--- src/rtl/lsu_pkg.sv ---
`default_nettype none
// ============================================================================
// Module      : lsu_pkg
// Description : Shared types and helpers for the load/store unit.
//               - FSM state encoding (IDLE, ISSUE, RESP)
//               - Bit positions inside the 3-bit fault vector
//               - Access-size decode from {write, funct3 mode}
//               Mode encodings follow memory_defs:
//                 loads  LB=000 LH=001 LW=010 LBU=100 LHU=101
//                 stores SB=000 SH=001 SW=010
// Revision    : 1.0 - initial release
// ============================================================================
package lsu_pkg;

  typedef enum logic [1:0] {
    ST_IDLE  = 2'd0,
    ST_ISSUE = 2'd1,
    ST_RESP  = 2'd2
  } lsu_state_e;

  // Fault vector layout: {access, badmode, misaligned}
  localparam int unsigned FAULT_MISALIGN = 0;
  localparam int unsigned FAULT_BADMODE  = 1;
  localparam int unsigned FAULT_ACCESS   = 2;

  typedef enum logic [1:0] {
    SZ_BYTE    = 2'd0,
    SZ_HALF    = 2'd1,
    SZ_WORD    = 2'd2,
    SZ_INVALID = 2'd3
  } lsu_size_e;

  function automatic lsu_size_e mode_size(input logic write, input logic [2:0] mode);
    lsu_size_e size;
    size = SZ_INVALID;
    case (mode)
      3'b000:  size = SZ_BYTE;
      3'b001:  size = SZ_HALF;
      3'b010:  size = SZ_WORD;
      3'b100:  size = write ? SZ_INVALID : SZ_BYTE;  // LBU has no store twin
      3'b101:  size = write ? SZ_INVALID : SZ_HALF;  // LHU has no store twin
      default: size = SZ_INVALID;
    endcase
    return size;
  endfunction

endpackage
`default_nettype wire

--- src/rtl/lsu_addr_check.sv ---
`default_nettype none
// ============================================================================
// Module      : lsu_addr_check
// Description : Combinational effective-address adder and request pre-check.
//               EA = base + sext(offset), 32-bit wraparound. Produces the
//               fault vector {access, badmode, misaligned}, at most one bit
//               set, priority access > badmode > misaligned.
//               Optional feature macro: LSU_ACCESS_FAULT_EN enables the
//               EA >= ADDR_LIMIT range check; otherwise fault[2] is 0.
// Ports       : i_Write    1   1 = store, 0 = load
//               i_Mode     3   funct3 access mode
//               i_Base     32  base register value
//               i_Offset   12  signed immediate
//               o_EffAddr  32  effective address
//               o_Fault    3   pre-check fault vector
// Revision    : 1.0 - initial release
// ============================================================================
module lsu_addr_check
  import lsu_pkg::*;
#(
  parameter logic [31:0] ADDR_LIMIT = 32'h0001_0000
) (
  input  logic        i_Write,
  input  logic [2:0]  i_Mode,
  input  logic [31:0] i_Base,
  input  logic [11:0] i_Offset,
  output logic [31:0] o_EffAddr,
  output logic [2:0]  o_Fault
);

`ifdef LSU_ACCESS_FAULT_EN
  localparam logic c_RangeCheckEn = 1'b1;
`else
  localparam logic c_RangeCheckEn = 1'b0;
`endif

  logic [31:0] w_ea;
  lsu_size_e   w_size;
  logic        w_out_of_range;

  assign w_ea           = i_Base + {{20{i_Offset[11]}}, i_Offset};
  assign w_size         = mode_size(i_Write, i_Mode);
  // Constant-false when the range check is compiled out, so the comparator folds away.
  assign w_out_of_range = c_RangeCheckEn && (w_ea >= ADDR_LIMIT);
  assign o_EffAddr      = w_ea;

  always_comb begin
    o_Fault = 3'b000;
    if (w_out_of_range) begin
      o_Fault[FAULT_ACCESS] = 1'b1;
    end else if (w_size == SZ_INVALID) begin
      o_Fault[FAULT_BADMODE] = 1'b1;
    end else if (((w_size == SZ_HALF) && w_ea[0]) ||
                 ((w_size == SZ_WORD) && (w_ea[1:0] != 2'b00))) begin
      o_Fault[FAULT_MISALIGN] = 1'b1;
    end
  end

endmodule
`default_nettype wire

--- src/rtl/load_store_unit.sv ---
`default_nettype none
// ============================================================================
// Module      : load_store_unit
// Description : Single-outstanding load/store unit between execute and the
//               data memory. IDLE accepts a request and pre-checks it; ISSUE
//               drives the memory port for exactly one cycle; RESP holds a
//               registered response until writeback takes it.
//               Optional feature macro: LSU_ACCESS_FAULT_EN (address range
//               fault against ADDR_LIMIT).
// Ports       : i_Clock, i_Reset_n (async, active-low)
//               Request  : i_ReqValid/o_ReqReady, i_ReqWrite, i_ReqMode,
//                          i_ReqBase, i_ReqOffset, i_ReqStoreData, i_ReqRd
//               Memory   : o_MemWriteEnable, o_MemReadEnable, o_MemAddress,
//                          o_MemDataIn, o_MemMode, i_MemDataOut,
//                          i_MemMisaligned, i_MemBadInstruction
//               Response : o_RespValid/i_RespReady, o_RespWrite, o_RespRd,
//                          o_RespData, o_RespAddress, o_RespFault
// Revision    : 1.0 - initial release
// ============================================================================
module load_store_unit
  import lsu_pkg::*;
#(
  parameter logic [31:0] ADDR_LIMIT = 32'h0001_0000
) (
  input  logic        i_Clock,
  input  logic        i_Reset_n,
  input  logic        i_ReqValid,
  output logic        o_ReqReady,
  input  logic        i_ReqWrite,
  input  logic [2:0]  i_ReqMode,
  input  logic [31:0] i_ReqBase,
  input  logic [11:0] i_ReqOffset,
  input  logic [31:0] i_ReqStoreData,
  input  logic [4:0]  i_ReqRd,
  output logic        o_MemWriteEnable,
  output logic        o_MemReadEnable,
  output logic [31:0] o_MemAddress,
  output logic [31:0] o_MemDataIn,
  output logic [2:0]  o_MemMode,
  input  logic [31:0] i_MemDataOut,
  input  logic        i_MemMisaligned,
  input  logic        i_MemBadInstruction,
  output logic        o_RespValid,
  input  logic        i_RespReady,
  output logic        o_RespWrite,
  output logic [4:0]  o_RespRd,
  output logic [31:0] o_RespData,
  output logic [31:0] o_RespAddress,
  output logic [2:0]  o_RespFault
);

  lsu_state_e  state_q, state_d;
  logic        write_q, write_d;
  logic [2:0]  mode_q,  mode_d;
  logic [4:0]  rd_q,    rd_d;
  logic [31:0] sdata_q, sdata_d;
  logic [31:0] addr_q,  addr_d;
  logic [31:0] data_q,  data_d;
  logic [2:0]  fault_q, fault_d;

  logic [31:0] w_ea;
  logic [2:0]  w_fault;
  logic        w_mem_fault;

  lsu_addr_check #(
    .ADDR_LIMIT (ADDR_LIMIT)
  ) u_addr_check (
    .i_Write   (i_ReqWrite),
    .i_Mode    (i_ReqMode),
    .i_Base    (i_ReqBase),
    .i_Offset  (i_ReqOffset),
    .o_EffAddr (w_ea),
    .o_Fault   (w_fault)
  );

  assign w_mem_fault = i_MemMisaligned || i_MemBadInstruction;

  always_comb begin
    state_d = state_q;
    write_d = write_q;
    mode_d  = mode_q;
    rd_d    = rd_q;
    sdata_d = sdata_q;
    addr_d  = addr_q;
    data_d  = data_q;
    fault_d = fault_q;
    case (state_q)
      ST_IDLE: begin
        if (i_ReqValid) begin
          write_d = i_ReqWrite;
          mode_d  = i_ReqMode;
          rd_d    = i_ReqWrite ? 5'd0 : i_ReqRd;
          sdata_d = i_ReqWrite ? i_ReqStoreData : 32'd0;
          addr_d  = w_ea;
          data_d  = 32'd0;
          fault_d = w_fault;
          // A locally faulted request skips the memory entirely.
          state_d = (w_fault != 3'b000) ? ST_RESP : ST_ISSUE;
        end
      end
      ST_ISSUE: begin
        fault_d[FAULT_MISALIGN] = fault_q[FAULT_MISALIGN] | i_MemMisaligned;
        fault_d[FAULT_BADMODE]  = fault_q[FAULT_BADMODE]  | i_MemBadInstruction;
        data_d  = (!write_q && !w_mem_fault) ? i_MemDataOut : 32'd0;
        state_d = ST_RESP;
      end
      ST_RESP: begin
        if (i_RespReady) begin
          state_d = ST_IDLE;
        end
      end
      default: state_d = ST_IDLE;
    endcase
  end

  always_ff @(posedge i_Clock or negedge i_Reset_n) begin
    if (!i_Reset_n) begin
      state_q <= ST_IDLE;
      write_q <= 1'b0;
      mode_q  <= 3'd0;
      rd_q    <= 5'd0;
      sdata_q <= 32'd0;
      addr_q  <= 32'd0;
      data_q  <= 32'd0;
      fault_q <= 3'd0;
    end else begin
      state_q <= state_d;
      write_q <= write_d;
      mode_q  <= mode_d;
      rd_q    <= rd_d;
      sdata_q <= sdata_d;
      addr_q  <= addr_d;
      data_q  <= data_d;
      fault_q <= fault_d;
    end
  end

  // Memory port is decoded from state so an async reset drops it at once.
  assign o_ReqReady       = (state_q == ST_IDLE);
  assign o_MemWriteEnable = (state_q == ST_ISSUE) &&  write_q;
  assign o_MemReadEnable  = (state_q == ST_ISSUE) && !write_q;
  assign o_MemAddress     = (state_q == ST_ISSUE) ? addr_q  : 32'd0;
  assign o_MemDataIn      = (state_q == ST_ISSUE) ? sdata_q : 32'd0;
  assign o_MemMode        = (state_q == ST_ISSUE) ? mode_q  : 3'd0;

  assign o_RespValid   = (state_q == ST_RESP);
  assign o_RespWrite   = write_q;
  assign o_RespRd      = rd_q;
  assign o_RespData    = data_q;
  assign o_RespAddress = addr_q;
  assign o_RespFault   = fault_q;

endmodule
`default_nettype wire
--- config.mk ---
export PLATFORM = sky130hd
export DESIGN_NAME = load_store_unit
export DESIGN_NICKNAME = d
export VERILOG_FILES = /design/src/rtl/lsu_pkg.sv /design/src/rtl/lsu_addr_check.sv /design/src/rtl/load_store_unit.sv
export SDC_FILE = /design/constraint.sdc
export NUM_CORES = 1
export LEC_CHECK = 0
export ABC_CLOCK_PERIOD_IN_PS = 2100
export BUFFER_PORTS_ARGS = -buffer_cell sky130_fd_sc_hd__buf_4
export CORE_ASPECT_RATIO = 1.1
export CORE_MARGIN = 1
export CORE_UTILIZATION = 40
export CTS_CLUSTER_DIAMETER = 80
export DETAILED_ROUTE_END_ITERATION = 8
export PLACE_DENSITY = 0.75
export SLEW_MARGIN = 20
export SYNTH_ARGS = -nofsm -noshare
export SYNTH_HDL_FRONTEND = slang
export SYNTH_SLANG_ARGS = --single-unit
--- constraint.sdc ---
create_clock -name i_Clock -period 2.1 [get_ports i_Clock]
set_input_delay 0.315 -clock i_Clock [delete_from_list [all_inputs] [get_ports i_Clock]]
set_output_delay 0.315 -clock i_Clock [all_outputs]
set_load 0.02 [all_outputs]
==> impl_table.tex <==
\begin{tabular}{lr}
\hline
Metric & Value \\
\hline
\multicolumn{2}{l}{\textbf{Clock tree}} \\
CTS tree & built \\
Number of clock sinks seen by CTS & 109 \\
Total clock buffers created by CTS & 9 \\
Insertion delay to the later sink of the worst-skew pair & 0.34 ns \\
Clock-pin transition on the worst setup and hold timing paths & 0.08 ns \\
Clock Tree Root & clkbuf\_16 \\
H-tree levels & 3 \\
Maximum root-to-sink buffer count & 2 \\
\multicolumn{2}{l}{\textbf{Pwr}} \\
Clock power share & 18.4\% \\
Switching Power & 3501 uW \\
Combinational power share & 44.3\% \\
Total power density per cell area & 905.4 nW/um\^{}2 \\
Peak ir drop on the vdd network & 534.9 uV \\
Flop pwr share & 37.3\% \\
Internal & 5408 uW \\
Lkg Pwr & 0.005148 uW \\
Switch share & 39.30\% \\
\multicolumn{2}{l}{\textbf{Global route}} \\
GRT Util Overall & 23.53\% \\
GR Util met1 & 28.26\% \\
Grt met3 use & 3.843\% \\
Met2 track utilization from global routing & 42.32\% \\
Via count of the first global-routing pass & 6107 \\
Antenna violations before repair & 0 \\
Global-route wire length before repair & 30.45 mm \\
GRT Residual Overflow & 0 \\
Busiest metal layer after global routing & met2 \\
Maximum number of pins on one net before global-route repair & 60 \\
\multicolumn{2}{l}{\textbf{Synthesis}} \\
Synth async-reset ratio & 100.0\% \\
EDFF count, synth & 0 \\
Portion of synthesized cell area occupied by the leading cell type & 42.75\% \\
Synthesized net count & 876 \\
Cell type with the largest total area after synthesis & dfrtp\_1 \\
Count of warnings emitted by yosys & 0 \\
Synthesized area divided by synthesized cell count & 8.849 sq um \\
Dominant synthesized flop cell & dfrtp\_1 \\
Biggest area contributors in the synthesized netlist & dfrtp\_1, nand2\_1, and2\_1, ha\_1, a22o\_1 \\
Share of synthesized area occupied by flip-flops and latches & 42.75\% \\
Post-Syn Instances & 721 \\
Number of distinct library cell variants in the gate-level netlist after synthesis & 59 \\
Netlist area before placement & 6380 sq um \\
Number of storage elements in the synthesis netlist & 109 \\
\multicolumn{2}{l}{\textbf{Critical path}} \\
CP bufs+invs & 3 \\
Startpoint type of the worst setup path & input port \\
Endpoint arrival time on the critical path & 2.34 ns \\
Cell family contributing the most delay on the critical path & simple AND/OR/NAND/NOR gates \\
Category of the most critical setup path & in2reg \\
Timing startpoint of the critical path & i\_ReqOffset[11] \\
Top fanout value on the critical path & 12 \\
Critical Path RT & 2.38 ns \\
R2R Path Start & state\_q[1]\$\_DFFE\_PN0P\_ \\
Flop2flop setup slack & 0.46 ns \\
Delay contributed by the slowest stage of the critical path & 0.36 ns \\
Critical Path, Cell by Cell & buf\_8 > buf\_6 > ha\_1 > buf\_4 > nor3\_1 > nor3\_2 > a211oi\_1 > o21bai\_1 > or3\_1 > nand3\_1 \\
Cell type of the slowest stage on the worst timing path & or3\_1 \\
Type of element capturing the critical path & flop \\
\multicolumn{2}{l}{\textbf{STA}} \\
Remaining max-slew budget at the tightest pin & 65.43\% \\
Number of failing setup endpoints in the final timing report & 0 \\
Fmax & 485.2 MHz \\
Count of final hold-check violations & 0 \\
Number of slew-limit violations in the final report & 0 \\
Unrepaired setup endpoints after global routing & true \\
Setup TNS & 0 ns \\
Transition time at the pin with the least slew margin & 0.5185 ns \\
Final worst-path cycle share & 98.14\% \\
Final worst path period need & 2.061 ns \\
Clock tree skew after final layout & 0.01102 ns \\
\multicolumn{2}{l}{\textbf{Hold path}} \\
Class of the tightest hold or removal check & in2reg \\
Startpoint of the most critical hold path & i\_MemDataOut[8] \\
\multicolumn{2}{l}{\textbf{Drt}} \\
Routed vias & 6552 \\
DR vias/cell & 5.184 \\
First-pass detailed-route iteration total & 5 \\
DRT Wirelength & 20.31 mm \\
Drc violations & 0 \\
Iter 0 DRT Violations & 427 \\
WL/cell & 16.06 um \\
Number of nets still failing antenna checks after routing & 0 \\
\multicolumn{2}{l}{\textbf{Die}} \\
Floorplan die width & 122.4 um \\
Placement Rows & 48 \\
Core Area & 15620 sq um \\
Initial core utilization & 40.86\% \\
Area of the die & 16460 sq um \\
Floorplan die height & 134.5 um \\
I/O pin count & 267 \\
\multicolumn{2}{l}{\textbf{Cells and area}} \\
Number of antenna diodes & 0 \\
Synth-to-layout area growth & 54.25\% \\
Leading cell types in the layout, fill and taps excluded & buf\_4, nand2\_1, dfrtp\_1 \\
Fraction of layout instances using a drive strength above 1 & 39.76\% \\
Final cell count without fillers & 1264 \\
Layout fillers & 1395 \\
Most frequent standard cell in the layout excluding fill and tap cells & buf\_4 \\
Net count of the finished layout & 1215 \\
\multicolumn{2}{l}{\textbf{Placement}} \\
Post-detailed-placement half-perimeter wirelength & 15.62 mm \\
Weighted congestion reported at the end of routability-driven placement & 0.8721 \\
Port Buffer Count & 265 \\
Cell count after placement & 1246 \\
\multicolumn{2}{l}{\textbf{Outcome}} \\
Outcome & finished, final reports clean \\
\multicolumn{2}{l}{\textbf{Run}} \\
Count of max-cap constraint violations & 0 \\
\hline
\end{tabular}
[final timing paths]
check                                                end  cells after the start
setup reg to reg            o_RespAddress[9]$_DFFE_PN0P_                      5
min in group asynchronous        sdata_q[21]$_DFFE_PN0P_                      2
hold reg to reg                  sdata_q[24]$_DFFE_PN0P_                      2
hold / removal                 o_RespData[8]$_DFFE_PN0P_                      2
max in group asynchronous        o_RespRd[2]$_DFFE_PN0P_                      3
setup / recovery           o_RespAddress[31]$_DFFE_PN0P_                     10
[stage by stage]
stage / hold WS (ns) / total power (uW) / cell area [sq um] / setup slack [ns] / util, %
floorplan: 0.01941 / 5392 / 6563 / -0.09761 / -
global placement: 0.3174 / 7199 / 9455 / -0.3778 / 60.55
detailed placement: 0.3165 / 7304 / 9455 / -0.4491 / 60.55
CTS: 0.1741 / 8961 / 9756 / -0.02761 / 62.48
global route: 0.1669 / 9449 / 9841 / -0.04163 / 63.02
finish: 0.1833 / 8910 / 9841 / 0.03902 / 63.02
[cells by family (layout without fill, tap and decap cells)]
group,count (synthesis),count (layout),share of synthesized area [%]
buf+inv,60,403,3.765
mux,1,1,0.1569
flops,109,109,42.75
fa+ha+maj,32,32,6.393
compound gates,177,177,20.02
other cells,1,1,0.05878
simple gates,326,326,24.79
xor+xnor,15,15,2.059
[power by group through the flow]
stage | clock network (uW) | logic, uW | registers, uW
after floorplan | 0 | 1670 | 3720
after global placement | 0 | 3870 | 3330
after detailed placement | 0 | 3930 | 3370
after CTS | 1680 | 3950 | 3330
after global routing | 1770 | 4280 | 3410
final | 1640 | 3950 | 3320
[layout make-up]
type                       count  area (sq um)  area share, %
tap                          200         250.2          2.543
inverter                      17         63.81         0.6484
clock buffer                   9         225.2          2.289
timing repair buffer         371          2856          29.03
multi-input combinational    552          3662          37.22
clock inverter                 6         53.80         0.5467
sequential                   109          2729          27.73
[state kept, by name, summed over array words and instances, names as in the netlist]
| name | cells |
|---|---|
| o_RespWrite | 1 |
| sdata_q | 32 |
| o_RespAddress | 32 |
| o_RespData | 32 |
| o_RespFault | 2 |
| o_RespRd | 5 |
| state_q | 2 |
| mode_q | 3 |
[cells in the mapped netlist (5+ instances only)]
| cell | number |
|---|---|
| nand3_1 | 40 |
| o21a_1 | 5 |
| nor3_1 | 10 |
| nor2b_1 | 5 |
| o21bai_1 | 5 |
| nand3b_1 | 5 |
| xnor2_1 | 7 |
| and2_1 | 72 |
| a22o_1 | 32 |
| buf_1 | 6 |
| inv_1 | 17 |
| a21o_1 | 15 |
| dfrtp_1 | 109 |
| nand2_1 | 142 |
| a21oi_1 | 31 |
| nand4_1 | 6 |
| nor2_1 | 27 |
| ha_1 | 31 |
| o31ai_1 | 8 |
| o21ai_1 | 6 |
| o211ai_1 | 5 |
| o2111a_1 | 5 |
| a31oi_1 | 5 |
| clkbuf_1 | 33 |
| o21ai_0 | 26 |
| or3_1 | 5 |
| xor2_1 | 8 |
[layer usage]
metal	wire length (um)	share of wire [%]
met1	8222	40
met2	10500	52
met5	0	0
met4	435	2.1
met3	1146	5.6
[repair_timing]
| item | 4_1_cts | 5_1_grt |
|---|---|---|
| endpoints found under the hold margin | 33 | 0 |
| hold buffers | 1 | 0 |
| resized for setup | 3 | 15 |
| buffers inserted | 0 | 2 |
| pin swaps | 1 | 10 |
| setup endpoints to repair | 8 | 59 |
Note: power is estimated with default switching activity, not from simulation.
